==> config.mk <==
export PLATFORM = sky130hd
export DESIGN_NAME = cpu_sequencer
export DESIGN_NICKNAME = d
export VERILOG_FILES = /design/src/rtl/cpu_pkg.sv /design/src/rtl/cpu_sequencer_cond_eval.sv /design/src/rtl/cpu_sequencer.sv
export SDC_FILE = /design/constraint.sdc
export NUM_CORES = 1
export LEC_CHECK = 0
export CORE_MARGIN = 5
export CORE_UTILIZATION = 40
export DETAILED_ROUTE_END_ITERATION = 16
export HOLD_SLACK_MARGIN = 0.03
export PLACE_DENSITY = 0.69
export SYNTH_ARGS = -nofsm -noshare
export SYNTH_HDL_FRONTEND = slang
export SYNTH_SLANG_ARGS = --single-unit
==> constraint.sdc <==
create_clock -name clk -period 2.9 [get_ports clk]
set_input_delay 0.435 -clock clk [delete_from_list [all_inputs] [get_ports clk]]
set_output_delay 0.435 -clock clk [all_outputs]
set_load 0.005 [all_outputs]
==> src/rtl/cpu_pkg.sv <==
// Shared encodings for the CR16-style multicycle control unit: FSM states,
// opcode/ext constants, condition codes, flag indices and write-data selects.
package cpu_pkg;

  typedef enum logic [2:0] {
    ST_FETCH  = 3'd0,
    ST_DECODE = 3'd1,
    ST_EXEC   = 3'd2,
    ST_MEM    = 3'd3,
    ST_WB     = 3'd4,
    ST_HALT   = 3'd5
  } state_e;

  localparam logic [3:0] OP_CMP   = 4'b0000;
  localparam logic [3:0] OP_MISC  = 4'b0100;
  localparam logic [3:0] OP_CMPI  = 4'b1011;
  localparam logic [3:0] OP_BCOND = 4'b1100;

  localparam logic [3:0] EXT_LOAD  = 4'b0000;
  localparam logic [3:0] EXT_STOR  = 4'b0100;
  localparam logic [3:0] EXT_JAL   = 4'b1000;
  localparam logic [3:0] EXT_JCOND = 4'b1100;
  localparam logic [3:0] EXT_CMP   = 4'b1011;

  localparam logic [3:0] COND_EQ = 4'h0;
  localparam logic [3:0] COND_NE = 4'h1;
  localparam logic [3:0] COND_CS = 4'h2;
  localparam logic [3:0] COND_CC = 4'h3;
  localparam logic [3:0] COND_HI = 4'h4;
  localparam logic [3:0] COND_LS = 4'h5;
  localparam logic [3:0] COND_GT = 4'h6;
  localparam logic [3:0] COND_LE = 4'h7;
  localparam logic [3:0] COND_FS = 4'h8;
  localparam logic [3:0] COND_FC = 4'h9;
  localparam logic [3:0] COND_LO = 4'hA;
  localparam logic [3:0] COND_HS = 4'hB;
  localparam logic [3:0] COND_LT = 4'hC;
  localparam logic [3:0] COND_GE = 4'hD;
  localparam logic [3:0] COND_UC = 4'hE;
  localparam logic [3:0] COND_NV = 4'hF;

  localparam int FLAG_C = 4;
  localparam int FLAG_L = 3;
  localparam int FLAG_F = 2;
  localparam int FLAG_Z = 1;
  localparam int FLAG_N = 0;

  localparam logic [1:0] WSEL_ALU  = 2'b00;
  localparam logic [1:0] WSEL_MDR  = 2'b01;
  localparam logic [1:0] WSEL_LINK = 2'b10;

  typedef struct packed {
    logic load;
    logic stor;
    logic jal;
    logic jcond;
    logic bcond;
    logic cmp;
  } instr_class_t;

  // Anything not matched here is an ordinary ALU operation.
  function automatic instr_class_t classify(input logic [3:0] opcode, input logic [3:0] ext);
    instr_class_t c;
    c       = '0;
    c.load  = (opcode == OP_MISC) && (ext == EXT_LOAD);
    c.stor  = (opcode == OP_MISC) && (ext == EXT_STOR);
    c.jal   = (opcode == OP_MISC) && (ext == EXT_JAL);
    c.jcond = (opcode == OP_MISC) && (ext == EXT_JCOND);
    c.bcond = (opcode == OP_BCOND);
    c.cmp   = ((opcode == OP_CMP) && (ext == EXT_CMP)) || (opcode == OP_CMPI);
    return c;
  endfunction

endpackage

==> src/rtl/cpu_sequencer_cond_eval.sv <==
// Condition-code evaluator: decides whether a Bcond/Jcond is taken from the
// 4-bit condition field and the {C,L,F,Z,N} flag register.
module cond_eval
  import cpu_pkg::*;
(
  input  logic [3:0] cond,
  input  logic [4:0] flags,
  output logic       taken
);

  logic f_c, f_l, f_f, f_z, f_n;

  always_comb begin
    f_c = flags[FLAG_C];
    f_l = flags[FLAG_L];
    f_f = flags[FLAG_F];
    f_z = flags[FLAG_Z];
    f_n = flags[FLAG_N];
    taken = 1'b0;
    case (cond)
      COND_EQ: taken = f_z;
      COND_NE: taken = ~f_z;
      COND_CS: taken = f_c;
      COND_CC: taken = ~f_c;
      COND_HI: taken = f_l;
      COND_LS: taken = ~f_l;
      COND_GT: taken = f_n;
      COND_LE: taken = ~f_n;
      COND_FS: taken = f_f;
      COND_FC: taken = ~f_f;
      COND_LO: taken = ~f_l & ~f_z;
      COND_HS: taken = f_l | f_z;
      COND_LT: taken = ~f_n & ~f_z;
      COND_GE: taken = f_n | f_z;
      COND_UC: taken = 1'b1;
      default: taken = 1'b0;
    endcase
  end

endmodule

==> src/rtl/cpu_sequencer.sv <==
// Multicycle control unit: owns pc/ir/mdr and sequences fetch, decode,
// execute, memory and writeback against a variable-latency memory handshake.
//
//   state  | meaning
//   FETCH  | request instruction at pc, wait for mem_ready
//   DECODE | one settle cycle for register-file read, then dispatch
//   EXEC   | ALU/CMP/branch/jump/JAL strobes and pc update
//   MEM    | load/store request at rsrc_val, wait for mem_ready
//   WB     | write mdr into the destination register
//   HALT   | absorbing until reset, all strobes low
module cpu_sequencer
  import cpu_pkg::*;
#(
  parameter int                DATA_W    = 16,
  parameter int                ADDR_W    = 16,
  parameter int                REG_SEL_W = 4,
  parameter logic [ADDR_W-1:0] RESET_PC  = '0
) (
  input  logic                 clk,
  input  logic                 reset,
  input  logic [DATA_W-1:0]    mem_rdata,
  input  logic                 mem_ready,
  input  logic [4:0]           alu_flags,
  input  logic [DATA_W-1:0]    rsrc_val,
  output logic                 mem_req,
  output logic                 mem_we,
  output logic [ADDR_W-1:0]    mem_addr,
  output logic [DATA_W-1:0]    ir,
  output logic [DATA_W-1:0]    mdr,
  output logic [ADDR_W-1:0]    pc,
  output logic [DATA_W-1:0]    link,
  output logic                 rf_we,
  output logic [REG_SEL_W-1:0] rf_wsel,
  output logic [1:0]           rf_wdata_sel,
  output logic                 flags_we,
  output logic                 halted
);

  state_e            state_q, state_d;
  logic [ADDR_W-1:0] pc_q, pc_d;
  logic [ADDR_W-1:0] ipc_q, ipc_d;
  logic [DATA_W-1:0] ir_q, ir_d;
  logic [DATA_W-1:0] mdr_q, mdr_d;

  instr_class_t      cls;
  logic              cond_taken;
  logic [ADDR_W-1:0] pc_inc;
  logic [ADDR_W-1:0] link_addr;
  logic [ADDR_W-1:0] disp_sext;
  logic [ADDR_W-1:0] rsrc_addr;
  logic [ADDR_W-1:0] branch_target;

  cond_eval u_cond_eval (
    .cond  (ir_q[11:8]),
    .flags (alu_flags),
    .taken (cond_taken)
  );

  always_ff @(posedge clk) begin
    if (reset) begin
      state_q <= ST_FETCH;
      pc_q    <= RESET_PC;
      ipc_q   <= RESET_PC;
      ir_q    <= '0;
      mdr_q   <= '0;
    end else begin
      state_q <= state_d;
      pc_q    <= pc_d;
      ipc_q   <= ipc_d;
      ir_q    <= ir_d;
      mdr_q   <= mdr_d;
    end
  end

  // All address arithmetic lands in ADDR_W-wide nets so it wraps naturally.
  always_comb begin
    cls           = classify(ir_q[15:12], ir_q[7:4]);
    pc_inc        = pc_q + ADDR_W'(1);
    link_addr     = ipc_q + ADDR_W'(1);
    disp_sext     = ADDR_W'(signed'(ir_q[7:0]));
    branch_target = ipc_q + disp_sext;
    rsrc_addr     = ADDR_W'(rsrc_val);
  end

  always_comb begin
    state_d      = state_q;
    pc_d         = pc_q;
    ipc_d        = ipc_q;
    ir_d         = ir_q;
    mdr_d        = mdr_q;
    mem_req      = 1'b0;
    mem_we       = 1'b0;
    mem_addr     = pc_q;
    rf_we        = 1'b0;
    rf_wdata_sel = WSEL_ALU;
    flags_we     = 1'b0;
    halted       = 1'b0;

    case (state_q)
      ST_FETCH: begin
        mem_req = 1'b1;
        if (mem_ready) begin
          ir_d    = mem_rdata;
          ipc_d   = pc_q;
          pc_d    = pc_inc;
          state_d = ST_DECODE;
        end
      end

      ST_DECODE: begin
        if (&ir_q)                      state_d = ST_HALT;
        else if (cls.load || cls.stor)  state_d = ST_MEM;
        else                            state_d = ST_EXEC;
      end

      ST_EXEC: begin
        state_d = ST_FETCH;
        if (cls.bcond) begin
          if (cond_taken) pc_d = branch_target;
        end else if (cls.jcond) begin
          if (cond_taken) pc_d = rsrc_addr;
        end else if (cls.jal) begin
          rf_we        = 1'b1;
          rf_wdata_sel = WSEL_LINK;
          pc_d         = rsrc_addr;
        end else if (cls.cmp) begin
          flags_we = 1'b1;
        end else begin
          rf_we    = 1'b1;
          flags_we = 1'b1;
        end
      end

      // Store data is driven by the datapath from register ir[11:8].
      ST_MEM: begin
        mem_req  = 1'b1;
        mem_addr = rsrc_addr;
        mem_we   = cls.stor;
        if (mem_ready) begin
          if (cls.stor) begin
            state_d = ST_FETCH;
          end else begin
            mdr_d   = mem_rdata;
            state_d = ST_WB;
          end
        end
      end

      ST_WB: begin
        rf_we        = 1'b1;
        rf_wdata_sel = WSEL_MDR;
        state_d      = ST_FETCH;
      end

      ST_HALT: begin
        halted = 1'b1;
      end

      default: state_d = ST_FETCH;
    endcase
  end

  assign ir      = ir_q;
  assign mdr     = mdr_q;
  assign pc      = pc_q;
  assign link    = DATA_W'(link_addr);
  assign rf_wsel = REG_SEL_W'(ir_q[11:8]);

endmodule

== Yosys cells after proc, flatten, opt, wreduce, memory -nomap -nowiden ==
Cells that the tools add are included.
Cells by class
  add/subtract/negate cells: 3
  eq/ne operators: 31
  mux-type cells: 31
  bitwise logic cells: 11
  reductions and logical operators: 18
Operators with widths (count)
  16-bit 2-to-1 mux: 7
  4-bit == test, second input constant: 12
  16-bit by 1-bit adder with 16-bit output, second input constant: 2
  16-bit one-hot mux with 2 select lines: 1
  4-bit by 3-bit == test with 1-bit output, second input constant: 6
  16-bit adder: 1
  16-bit AND reduction: 1
  1-bit one-hot mux with 15 select lines: 1
  4-bit logical NOT: 3
  1-bit 2-to-1 mux: 12
  3-bit 2-to-1 mux: 4
  3-bit one-hot mux with 4 select lines: 1
  4-bit by 2-bit == test with 1-bit output, second input constant: 2
  1-bit inverter: 7
  3-bit by 2-bit == test with 1-bit output, second input constant: 2
  3-bit == test, second input constant: 2
  2-bit 2-to-1 mux: 3
  3-bit != test, second input constant: 2
  3-bit AND reduction: 2
  1-bit logical AND: 5
  5-bit AND reduction: 1
  4-bit by 1-bit == test with 1-bit output, second input constant: 1
  2-bit != test, second input constant: 2
  4-bit != test, second input constant: 1
  10 further kinds: 13
Word-level totals
  bits in registers: 67

== Longest topological paths before layout ==
Gate-level depths: netlist (run 1).
  word-level depth: 8
  mapped depth: 10
  gate-level depth less buffers: 10

== Hierarchy ==
Synthesis (run 1) repeated with hierarchy kept, for this count alone.
Second synthesis, totals
  cell total of the unflattened synthesis: 613
  area total of the unflattened synthesis: 4712.0 µm²
Modules (own cells, without submodules)
  cpu_sequencer: instances 1, cells each 588, area an instance 4531.8 µm², seq. area each 1341.3 µm²
  cond_eval: instances 1, cells each 25, area an instance 180.2 µm², seq. area each 0.0 µm²

== Worst setup path after synthesis (run 1) ==
OpenSTA, ideal clock, no wires.
  path type: register to register
  from: register state_q[2]
  to: register pc_q[0] (netlist: pc[0])
  library setup time: 0.128 ns
  arrival: 2.251 ns
  required time: 2.772 ns
  setup slack: 0.522 ns
  cell stages (with the launch flop): 10
  clock period less this slack: 2.378 ns
  cell sequence: dfxtp_1 buf_2 nor3b_4 o41ai_1 or4_4 o31ai_4 buf_6 nor3_1 a211oi_1 nor2_1
On the way
  cells in the longest elaborated chain, start to end: 3
  elaborated cells on any way between the ends: 9
RTL lines
  from (decl): line cpu_sequencer.sv:39  | state_e state_q, state_d;
  from (signal assigned): line cpu_sequencer.sv:67  | state_q <= state_d;
  3-bit by 2-bit == test with 1-bit output / 3-bit logical NOT (equally long branches): line cpu_sequencer.sv:99  | case (state_q)
  4-bit != test (no source line) (tied with other cells)
  5-bit AND reduction (no source line)
  to (signal assigned): line cpu_sequencer.sv:68  | pc_q <= pc_d;
  to (decl): line cpu_sequencer.sv:40  | logic [ADDR_W-1:0] pc_q, pc_d;
Several ways; a longest one is shown, not always the timed one.
A chain may end at the register's enable or synchronous reset.

== Final worst setup path (run 1) ==
  from: register ir_q[12] (netlist: ir[12])
  to: output port mem_we
On the way
  cells in the longest elaborated chain, start to end: 3
RTL lines
  from (decl): line cpu_sequencer.sv:42  | logic [DATA_W-1:0] ir_q, ir_d;
  from (signal assigned): line cpu_sequencer.sv:70  | ir_q <= ir_d;
  4-bit by 3-bit == test with 1-bit output: line cpu_pkg.sv:66  | c.stor = (opcode == OP_MISC) && (ext == EXT_STOR);
  1-bit logical AND: line cpu_pkg.sv:66
  1-bit 2-to-1 mux: line cpu_sequencer.sv:99
  to (decl): line cpu_sequencer.sv:26  | output logic mem_we,
Every way passes these cells.

==> results of run 1 <==
==> kinds of logic after synthesis <==
family / count (synthesis)
DFF: 67
adders and majority gates: 18
buffers and inverters: 46
xor gates and xnor gates: 31
muxes: 20
AOI/OAI and AO/OA: 147
and+or+nand+nor: 264
==> flip-flops by register name, summed over array words and instances, names as in the netlist <==
| register | cells |
|---|---|
| ir | 16 |
| pc | 16 |
| mdr | 16 |
| ipc_q | 16 |
| state_q | 3 |
==> path summary, 6_finish.rpt <==
kind                from      to  cells after the start
setup / recovery  ir[12]  mem_we                      6
hold / removal    mdr[0]  mdr[0]                      2
setup reg to reg   ir[1]  pc[14]                      9
hold reg to reg   mdr[0]  mdr[0]                      2
==> where the power goes <==
group	internal (mW)	total, mW	switching (mW)	leakage, nW
Sequential	0.949	1.00	0.0513	0.545
Combinational	0.227	0.436	0.209	1.60
Clock	0.445	0.849	0.404	0.0978
Total	1.62	2.29	0.665	2.25
==> worst max-delay path, stage by stage, from the launching register on <==
cell and delay, ns:
dfxtp_2 0.36, or3_1 0.41, nor4b_2 0.25, buf_4 0.16, nand3_1 0.15, nor2_1 0.13, clkdlybuf4s50_1 0.51
==> through the flow <==
step                      hold slack [ns]  instances
after CTS                           0.461        862
after global placement              0.443        846
final                               0.457        864
after floorplan                     0.453        593
after global routing                0.475        864
after detailed placement            0.449        846
==> layout make-up <==
type | instances | area (um2)
Fill cell | 1037 | 4660
Tap cell | 140 | 175
Multi-Input combinational cell | 480 | 2930
Clock buffer | 11 | 151
Clock inverter | 5 | 61.3
Timing Repair Buffer | 153 | 1490
Sequential cell | 67 | 1350
Inverter | 8 | 30.0
==> cells in the final DEF, fill, tap and decap left out, types with 7 or more instances in the layout <==
master and instances:
nor3_1 15, nor2_1 40, and3_1 8, ha_1 17, xnor2_1 18, nand2_1 124, o21ai_0 15, xor2_1 13
inv_1 8, nand3_1 23, clkdlybuf4s50_1 129, buf_4 21, mux2_2 17, a21oi_1 74, nand4_1 8, clkbuf_8 11
o21a_1 8, nand2b_1 7, dfxtp_1 63
==> what timing repair did <==
action | CTS | global route
setup endpoints to repair | 2 | 6
resized for setup | 4 | 9
pin swaps | 0 | 1
gates cloned | 0 | 0
hold endpoints to repair | 0 | 0
buffers inserted | 0 | 2
==> layer usage <==
layer | vias to the layer above | GRT usage [%] | share of wire, %
met2 | 174 | 39.5 | 49
met1 | 2266 | 25.4 | 40
met4 | 0 | 9.31 | 2.6
li1 | 2375 | - | -
met3 | 29 | 7.42 | 8.3
met5 | - | 0 | 0
==> reports/results.ini, run 1 <==
[place]
place_congestion = 0.924
dpl_cell_area_um2 = 5900
io_buffers = 130
dp_hpwl_um = 11500
dp_slack_ns = -0.226

[grt]
grt_pass1_wl_um = 24100
grt_usage_pct = 22.7
grt-ovfl-total = 0
grt_pass1_vias = 4850
antenna_found_initial = 0
grt_start_max_net_pins = 50

[detailed_routing]
drt_pre_antenna_iters = 5
dr.first_iter.drc_count = 204
vias = 4844
routed_wl_um = 15100
vias_per_cell = 5.61
antenna_left = 0
wl_per_cell_um = 17.5
route.detailed.drc = 0

[clocking]
cts_tree = yes
cts_max_level = 3
clock_sinks = 67
cts_made_buffers = 9
cts_buffer_depth = 2
clock_latency_ns = 0.36
ctsHoldBuffers = 0
clk_root_buffer_cell = clkbuf_8
clk_pin_slew_ns = 0.08

[yosys]
ys.flop_type = dfxtp_1
yosysTopAreaCell = dfxtp_1
synth_seq_cells = 67
ys_seq_area_share_pct = 30.2
syn_area_um2 = 4440
synth_compound_area_share_pct = 20.7
synth_fa_ha_area_share_pct = 5.24
yosysUniqueCellTypes = 62
muxShareOfSynthArea_pct = 5.27
async_flop_share_pct = 0
syn_area_per_cell_um2 = 7.49
synth_top_family_by_area = simple AND/OR/NAND/NOR gates
synth_simple_gate_area_share_pct = 27.8
synth_most_common_cell = nand2_1
synth_area_leaders = dfxtp_1, nand2_1, a21oi_1
synth_commonest_cells = nand2_1, a21oi_1, dfxtp_1
synth_enable_flop_cells = 0
synth.net_count = 651
yosysWarnings = 0
synth_top_area_share_pct = 30.2
synth_xor_area_share_pct = 6.11
syn-instance-count = 593

[cells_and_area]
final_area_um2 = 6180
insertedDiodeCount = 0
final_core_util_pct = 57.0
layout-drive-gt1-share_pct = 10.5
nets = 777
area_growth_pct = 39.1

[setup_path]
critPathKind = reg -> out
critPathMaxFanout = 7
cp.arrival_ns = 2.34
r2r_setup_slack_ns = 0.25
start_kind = flop
critPathCaptureType = primary output
cp.required_ns = 2.47

[timing]
clock_skew_ns = 0.0109
tns_ns = 0
finalCritPeriodShare_pct = 95.7
slew_headroom_pct = 26.2
hold_viol_final = 0
grt_setup_unrepaired = no
fin_crit_ns = 2.77
tightest_slew_ns = 1.10
fin_ws_ns = 0.125
setup_viol = 0
fmax_mhz = 360
maxSlewViolCount = 0

[floorplan]
rows = 38
dieWidth_um = 115
core_area_um2 = 10800
initial_utilization_pct = 41.0
die-area_um2 = 13300
die_height_um = 115
ios = 131

[status]
outcome = finished clean

[power]
power_density_nw_per_um2 = 370
power.leakage_nw = 2.25
total_power_mw = 2.29
vdd_ir_drop_max_mv = 0.319

[min_path]
min_path_type = reg -> reg

[run]
cap_violations = 0

Note: power is estimated with default switching activity, not from simulation.
==> run 2, diff against run 1 <==
Settings changed: SLEW_MARGIN set to 20.
==> run 2 against run 1 <==
Against the previous run:
- register-to-register slack improved by 0.05 ns
- global-route usage unchanged
- flip-flop and latch count unchanged
- highest routed layer unchanged
- non-clock buffer count is the same
- sequential share of layout area is essentially flat
- largest cell class unchanged
- final cell count unchanged
- count of clock-buffer cells in the layout did not move
- critical endpoint unchanged
- clock power barely moved
- largest power group unchanged
- hold slack about the same
- die area unchanged
- critical path depth unchanged
- wire length is essentially flat
==> reports/results.ini, run 2 (same netlist as run 1, synthesis figures left out) <==
[grt]
grt_start_max_net_pins = 50  ; unchanged
grt-ovfl-total = 0  ; unchanged
use_met3_pct = 7.42  ; unchanged
grt_pass1_vias = 4850  ; unchanged
grt_pass1_wl_um = 24100  ; unchanged
antenna_found_initial = 0  ; unchanged
grt_usage_pct = 22.7  ; unchanged
busiest_layer = met2
met1_usage_pct = 25.4  ; unchanged
grt_use_met2_pct = 39.5  ; unchanged

[detailed_routing]
wl_per_cell_um = 17.5  ; about the same
route.detailed.drc = 0  ; unchanged
vias_per_cell = 5.61  ; +0.12%
vias = 4850  ; +0.12%
drt_pre_antenna_iters = 4  ; -1
dr.first_iter.drc_count = 205  ; +0.49%
antenna_left = 0  ; unchanged
routed_wl_um = 15100  ; about the same

[floorplan]
die_height_um = 115  ; unchanged
dieWidth_um = 115  ; unchanged
die-area_um2 = 13300  ; unchanged
core_area_um2 = 10800  ; unchanged
initial_utilization_pct = 41.0  ; unchanged
ios = 131  ; unchanged
rows = 38  ; unchanged

[timing]
maxSlewViolCount = 0  ; unchanged
fmax_mhz = 360  ; about the same
finalCritPeriodShare_pct = 95.7  ; about the same
whs_ns = 0.457  ; +0.00000100 ns
hold_viol_final = 0  ; unchanged
setup_viol = 0  ; unchanged
clock_skew_ns = 0.0110  ; +0.0000185 ns
tns_ns = 0  ; unchanged
fin_ws_ns = 0.125  ; +0.0000110 ns
slew_headroom_pct = 49.5  ; +23 points
grt_setup_unrepaired = no
fin_crit_ns = 2.77  ; -0.0000110 ns
tightest_slew_ns = 0.755  ; -0.348 ns

[clocking]
cts_max_level = 3  ; unchanged
cts_buffer_depth = 2  ; unchanged
cts_tree = yes
clk_pin_slew_ns = 0.08  ; about the same
clk_root_buffer_cell = clkbuf_8
clock_latency_ns = 0.36  ; about the same
cts_made_buffers = 9  ; unchanged
ctsHoldBuffers = 0  ; unchanged
clock_sinks = 67  ; unchanged

[setup_path]
worstPathCellList = or3_1, nor4b_2, buf_4, nand3_1, nor2_1, clkdlybuf4s50_1
critPathKind = reg -> out
cp.required_ns = 2.47  ; about the same
start_kind = flop
r2r_setup_slack_ns = 0.30  ; +0.05 ns
max_stage_delay_ns = 0.51  ; about the same
critPathBufInv = 2  ; unchanged
regToRegEndpoint = pc[14]
cp-startpoint = ir[12]
cpMaxStageDelayCell = clkdlybuf4s50_1
timing.rr.start = ir[1]
reg2reg_depth = 9  ; unchanged
cp.arrival_ns = 2.34  ; about the same
critPathMaxFanout = 7  ; unchanged
cpLargestDelayFamily = simple AND/OR/NAND/NOR gates
critPathCaptureType = primary output

[min_path]
worstHoldStart = mdr[0]
hold_end = mdr[0]
min_path_type = reg -> reg
min_path_cells = 2  ; unchanged

[place]
dp_hpwl_um = 11500  ; unchanged
place_congestion = 0.924  ; unchanged
io_buffers = 130  ; unchanged
dp_slack_ns = -0.226  ; unchanged
dpl_cell_area_um2 = 5900  ; unchanged

[power]
power.leakage_nw = 2.25  ; about the same
power_density_nw_per_um2 = 370  ; about the same
vdd_ir_drop_max_mv = 0.319  ; about the same

[cells_and_area]
final_cell_mix = clkdlybuf4s50_1, nand2_1, a21oi_1, dfxtp_1, nor2_1
final_common_cell = clkdlybuf4s50_1
layout-drive-gt1-share_pct = 10.6  ; +0.14 points
insertedDiodeCount = 0  ; unchanged
nets = 777  ; unchanged
fillers = 1036  ; -0.096%
area_growth_pct = 39.2  ; about the same
final_core_util_pct = 57.0  ; about the same
final_area_um2 = 6180  ; about the same

[status]
outcome = finished clean

[run]
cap_violations = 0  ; unchanged

-- run 2: per-layer routing --
layer | vias to the layer above | share of wire (%) | wire length [um]
met3 | 29 | 8.6 | 1290
met5 | - | 0 | 0
met2 | 179 | 49 | 7380
met4 | 0 | 2.6 | 392
li1 | 2373 | - | -
met1 | 2269 | 40 | 6010
-- run 2: report_power, final --
part	switching, mW	internal, mW	total [mW]
Sequential	0.0513	0.949	1.00
Combinational	0.209	0.227	0.436
Clock	0.404	0.445	0.849
Total	0.664	1.62	2.29
-- run 2: worst max path at each step --
stage / to / cells after the start
2_1_floorplan: pc[0] / 9
3_3_place_gp: pc[3] / 9
3_5_place_dp: pc[3] / 9
4_1_cts: flags_we / 5
5_1_grt: mem_we / 6
6_report: mem_we / 6
-- run 2: per-stage QoR --
step	cells	total power [mW]
after floorplan	593	1.22
after global placement	846	1.44
after detailed placement	846	1.44
after CTS	862	2.29
after global routing	864	2.39
final	864	2.29
-- run 2: area by class of cell --
cell class	count	area [um2]	share of cell area, %
clock buffer	11	151	2.45
clock inverter	5	61.3	0.992
inverter	8	30.0	0.486
multi-input combinational	480	2930	47.4
sequential	67	1350	21.8
tap	140	175	2.83
timing repair buffer	153	1490	24.0
-- run 2: worst min-delay path: stages, from the launching register on --
cell and delay [ns]:
dfxtp_1 0.31, nand2_1 0.05, a21oi_1 0.05
-- run 2: repair_timing --
action | in CTS | in global routing
endpoints found under the hold margin | 0 | 0
resized for setup | 4 | 9
setup buffers | 0 | 2
pin swaps | 0 | 1
setup endpoints to repair | 2 | 6
==> run 3, diff against run 2 <==
Settings changed: CORE_UTILIZATION 40 to 48, PLACE_DENSITY 0.69 to 0.81.
==> run 3 against run 2 <==
Against the previous run:
- sequential power barely moved
- wire length shrank 0.97%
- core utilization is 10 points higher
- clock power decreased by 1%
- critical path type unchanged
==> reports/results.ini, run 3 (same netlist as run 1, synthesis figures left out) <==
[setup_path]
max_stage_delay_ns = 0.51  ; about the same
cp.arrival_ns = 2.36  ; +0.02 ns
critPathMaxFanout = 7  ; unchanged
cpMaxStageDelayCell = clkdlybuf4s50_1
critPathCaptureType = primary output
start_kind = flop
critPathBufInv = 2  ; unchanged
cpLargestDelayFamily = simple AND/OR/NAND/NOR gates
cp.required_ns = 2.47  ; about the same
critPathKind = reg -> out
worstPathCellList = or3_4, nor4b_2, buf_4, nand3_2, nor2_1, clkdlybuf4s50_1

[timing]
maxSlewViolCount = 0  ; unchanged
fin_crit_ns = 2.80  ; +0.0247 ns
fmax_mhz = 357  ; -0.88%
finalCritPeriodShare_pct = 96.5  ; +0.85 points
setup_viol = 0  ; unchanged
tightest_slew_ns = 0.763  ; +0.00730 ns
slew_headroom_pct = 49.0  ; -0.49 points
clock_skew_ns = 0.0113  ; +0.000396 ns
whs_ns = 0.456  ; -0.000208 ns
hold_viol_final = 0  ; unchanged
grt_setup_unrepaired = no
tns_ns = 0  ; unchanged

[clocking]
clock_sinks = 67  ; unchanged
cts_made_buffers = 9  ; unchanged
cts_buffer_depth = 2  ; unchanged
clk_pin_slew_ns = 0.09  ; about the same
clock_latency_ns = 0.36  ; about the same
clk_root_buffer_cell = clkbuf_8
cts_max_level = 3  ; unchanged
cts_tree = yes

[floorplan]
dieWidth_um = 106  ; -8.0%
core_area_um2 = 9110  ; -16%
die_height_um = 106  ; -8.0%
initial_utilization_pct = 48.8  ; +7.8 points
rows = 35  ; -7.9%
ios = 131  ; unchanged
die-area_um2 = 11300  ; -15%

[power]
total_power_mw = 2.27  ; -0.53%
power_density_nw_per_um2 = 371  ; +0.42%
p_int_mw = 1.58  ; -2.3%
clkPwrFrac_pct = 36.9  ; -0.3 points
pwr-share-seq_pct = 44.1  ; +0.3 points
power_frac_comb_pct = 19.0  ; about the same
swShare_pct = 30.3  ; +1.3 points
vdd_ir_drop_max_mv = 0.304  ; -4.7%
p_switching_mw = 0.690  ; +3.8%
power.leakage_nw = 2.23  ; -0.52%

[cells_and_area]
layout-drive-gt1-share_pct = 10.4  ; -0.25 points
insertedDiodeCount = 0  ; unchanged
final_common_cell = clkdlybuf4s50_1
stdcell_count = 833  ; -3.6%
final_core_util_pct = 67.2  ; +10 points
final_cell_mix = clkdlybuf4s50_1, nand2_1, a21oi_1, dfxtp_1, nor2_1
area_growth_pct = 37.9
nets = 775  ; -0.26%
fillers = 784  ; -24%

[detailed_routing]
vias_per_cell = 5.98  ; +6.5%
wl_per_cell_um = 17.9  ; +2.7%
drt_pre_antenna_iters = 6  ; +2
dr.first_iter.drc_count = 295  ; +44%
vias = 4980  ; +2.7%
route.detailed.drc = 0  ; unchanged
routed_wl_um = 14900  ; -0.97%
antenna_left = 0  ; unchanged

[place]
dp_hpwl_um = 11100  ; -2.9%
dp.cells = 816  ; -3.5%
io_buffers = 130  ; unchanged
place_congestion = 0.868  ; -6.1%

[grt]
grt-ovfl-total = 0  ; unchanged
antenna_found_initial = 0  ; unchanged
grt_start_max_net_pins = 53  ; +6.0%
grt_usage_pct = 26.0  ; +3.4 points
grt_pass1_wl_um = 23900  ; -0.94%
grt_pass1_vias = 4854  ; +0.082%

[run]
cap_violations = 0  ; unchanged

[min_path]
min_path_type = reg -> reg

[status]
outcome = finished clean

## run 3: layer usage
metal  part of all wire, %  GRT usage, %  vias to the layer above  wire [um]
met2                    49          46.0                      224       7310
met3                   8.6          8.01                       47       1280
met1                    39          29.0                     2343       5890
met4                   3.1          10.6                        0        456
met5                     0             0                        -          0
li1                      -             -                     2366          -
## run 3: worst min-delay path: cells and delay by family (launching register included)
family / cells / cell delay [ns]
DFF: 1 / 0.31
AOI/OAI and AO/OA: 1 / 0.05
and+or+nand+nor: 1 / 0.05
## run 3: area by class of cell
type / count / area [um2] / area share [%]
tap: 111 / 139 / 2.27
sequential: 67 / 1350 / 22.0
multi-input combinational: 480 / 2940 / 48.1
timing repair buffer: 151 / 1460 / 23.8
inverter: 8 / 30.0 / 0.490
clock buffer: 9 / 124 / 2.02
clock inverter: 7 / 83.8 / 1.37
## run 3: final timing paths
path | slack, ns | start | depth (start not counted) | end
worst min-delay path | 0.46 | mdr[7] | 2 | mdr[7]
worst max-delay path | 0.10 | ir[13] | 6 | mem_we
worst max register to register | 0.27 | ir[1] | 9 | pc[14]
worst min register to register | 0.46 | mdr[7] | 2 | mdr[7]
## run 3: per-stage QoR
stage,instance area [um2],setup WS (ns)
3_5_place_dp,5860,-0.0816
2_1_floorplan,4440,0.522
5_1_grt,6120,0.00367
6_report,6120,0.100
3_3_place_gp,5860,0.0297
4_1_cts,6070,0.0237
## run 3: repair_timing
item	CTS	global route
pin swaps	0	1
endpoints found under the hold margin	0	0
buffers inserted	0	1
hold buffers	0	0
gates resized for setup	2	11
setup endpoints to repair	2	5
## run 3: power by group through the flow
stage,combinational [mW],sequential [mW],clock (mW)
6_report,0.431,1.00,0.838
5_1_grt,0.464,1.01,0.890
4_1_cts,0.423,1.00,0.843
3_5_place_dp,0.418,1.02,0
3_3_place_gp,0.411,1.02,0
2_1_floorplan,0.212,1.00,0
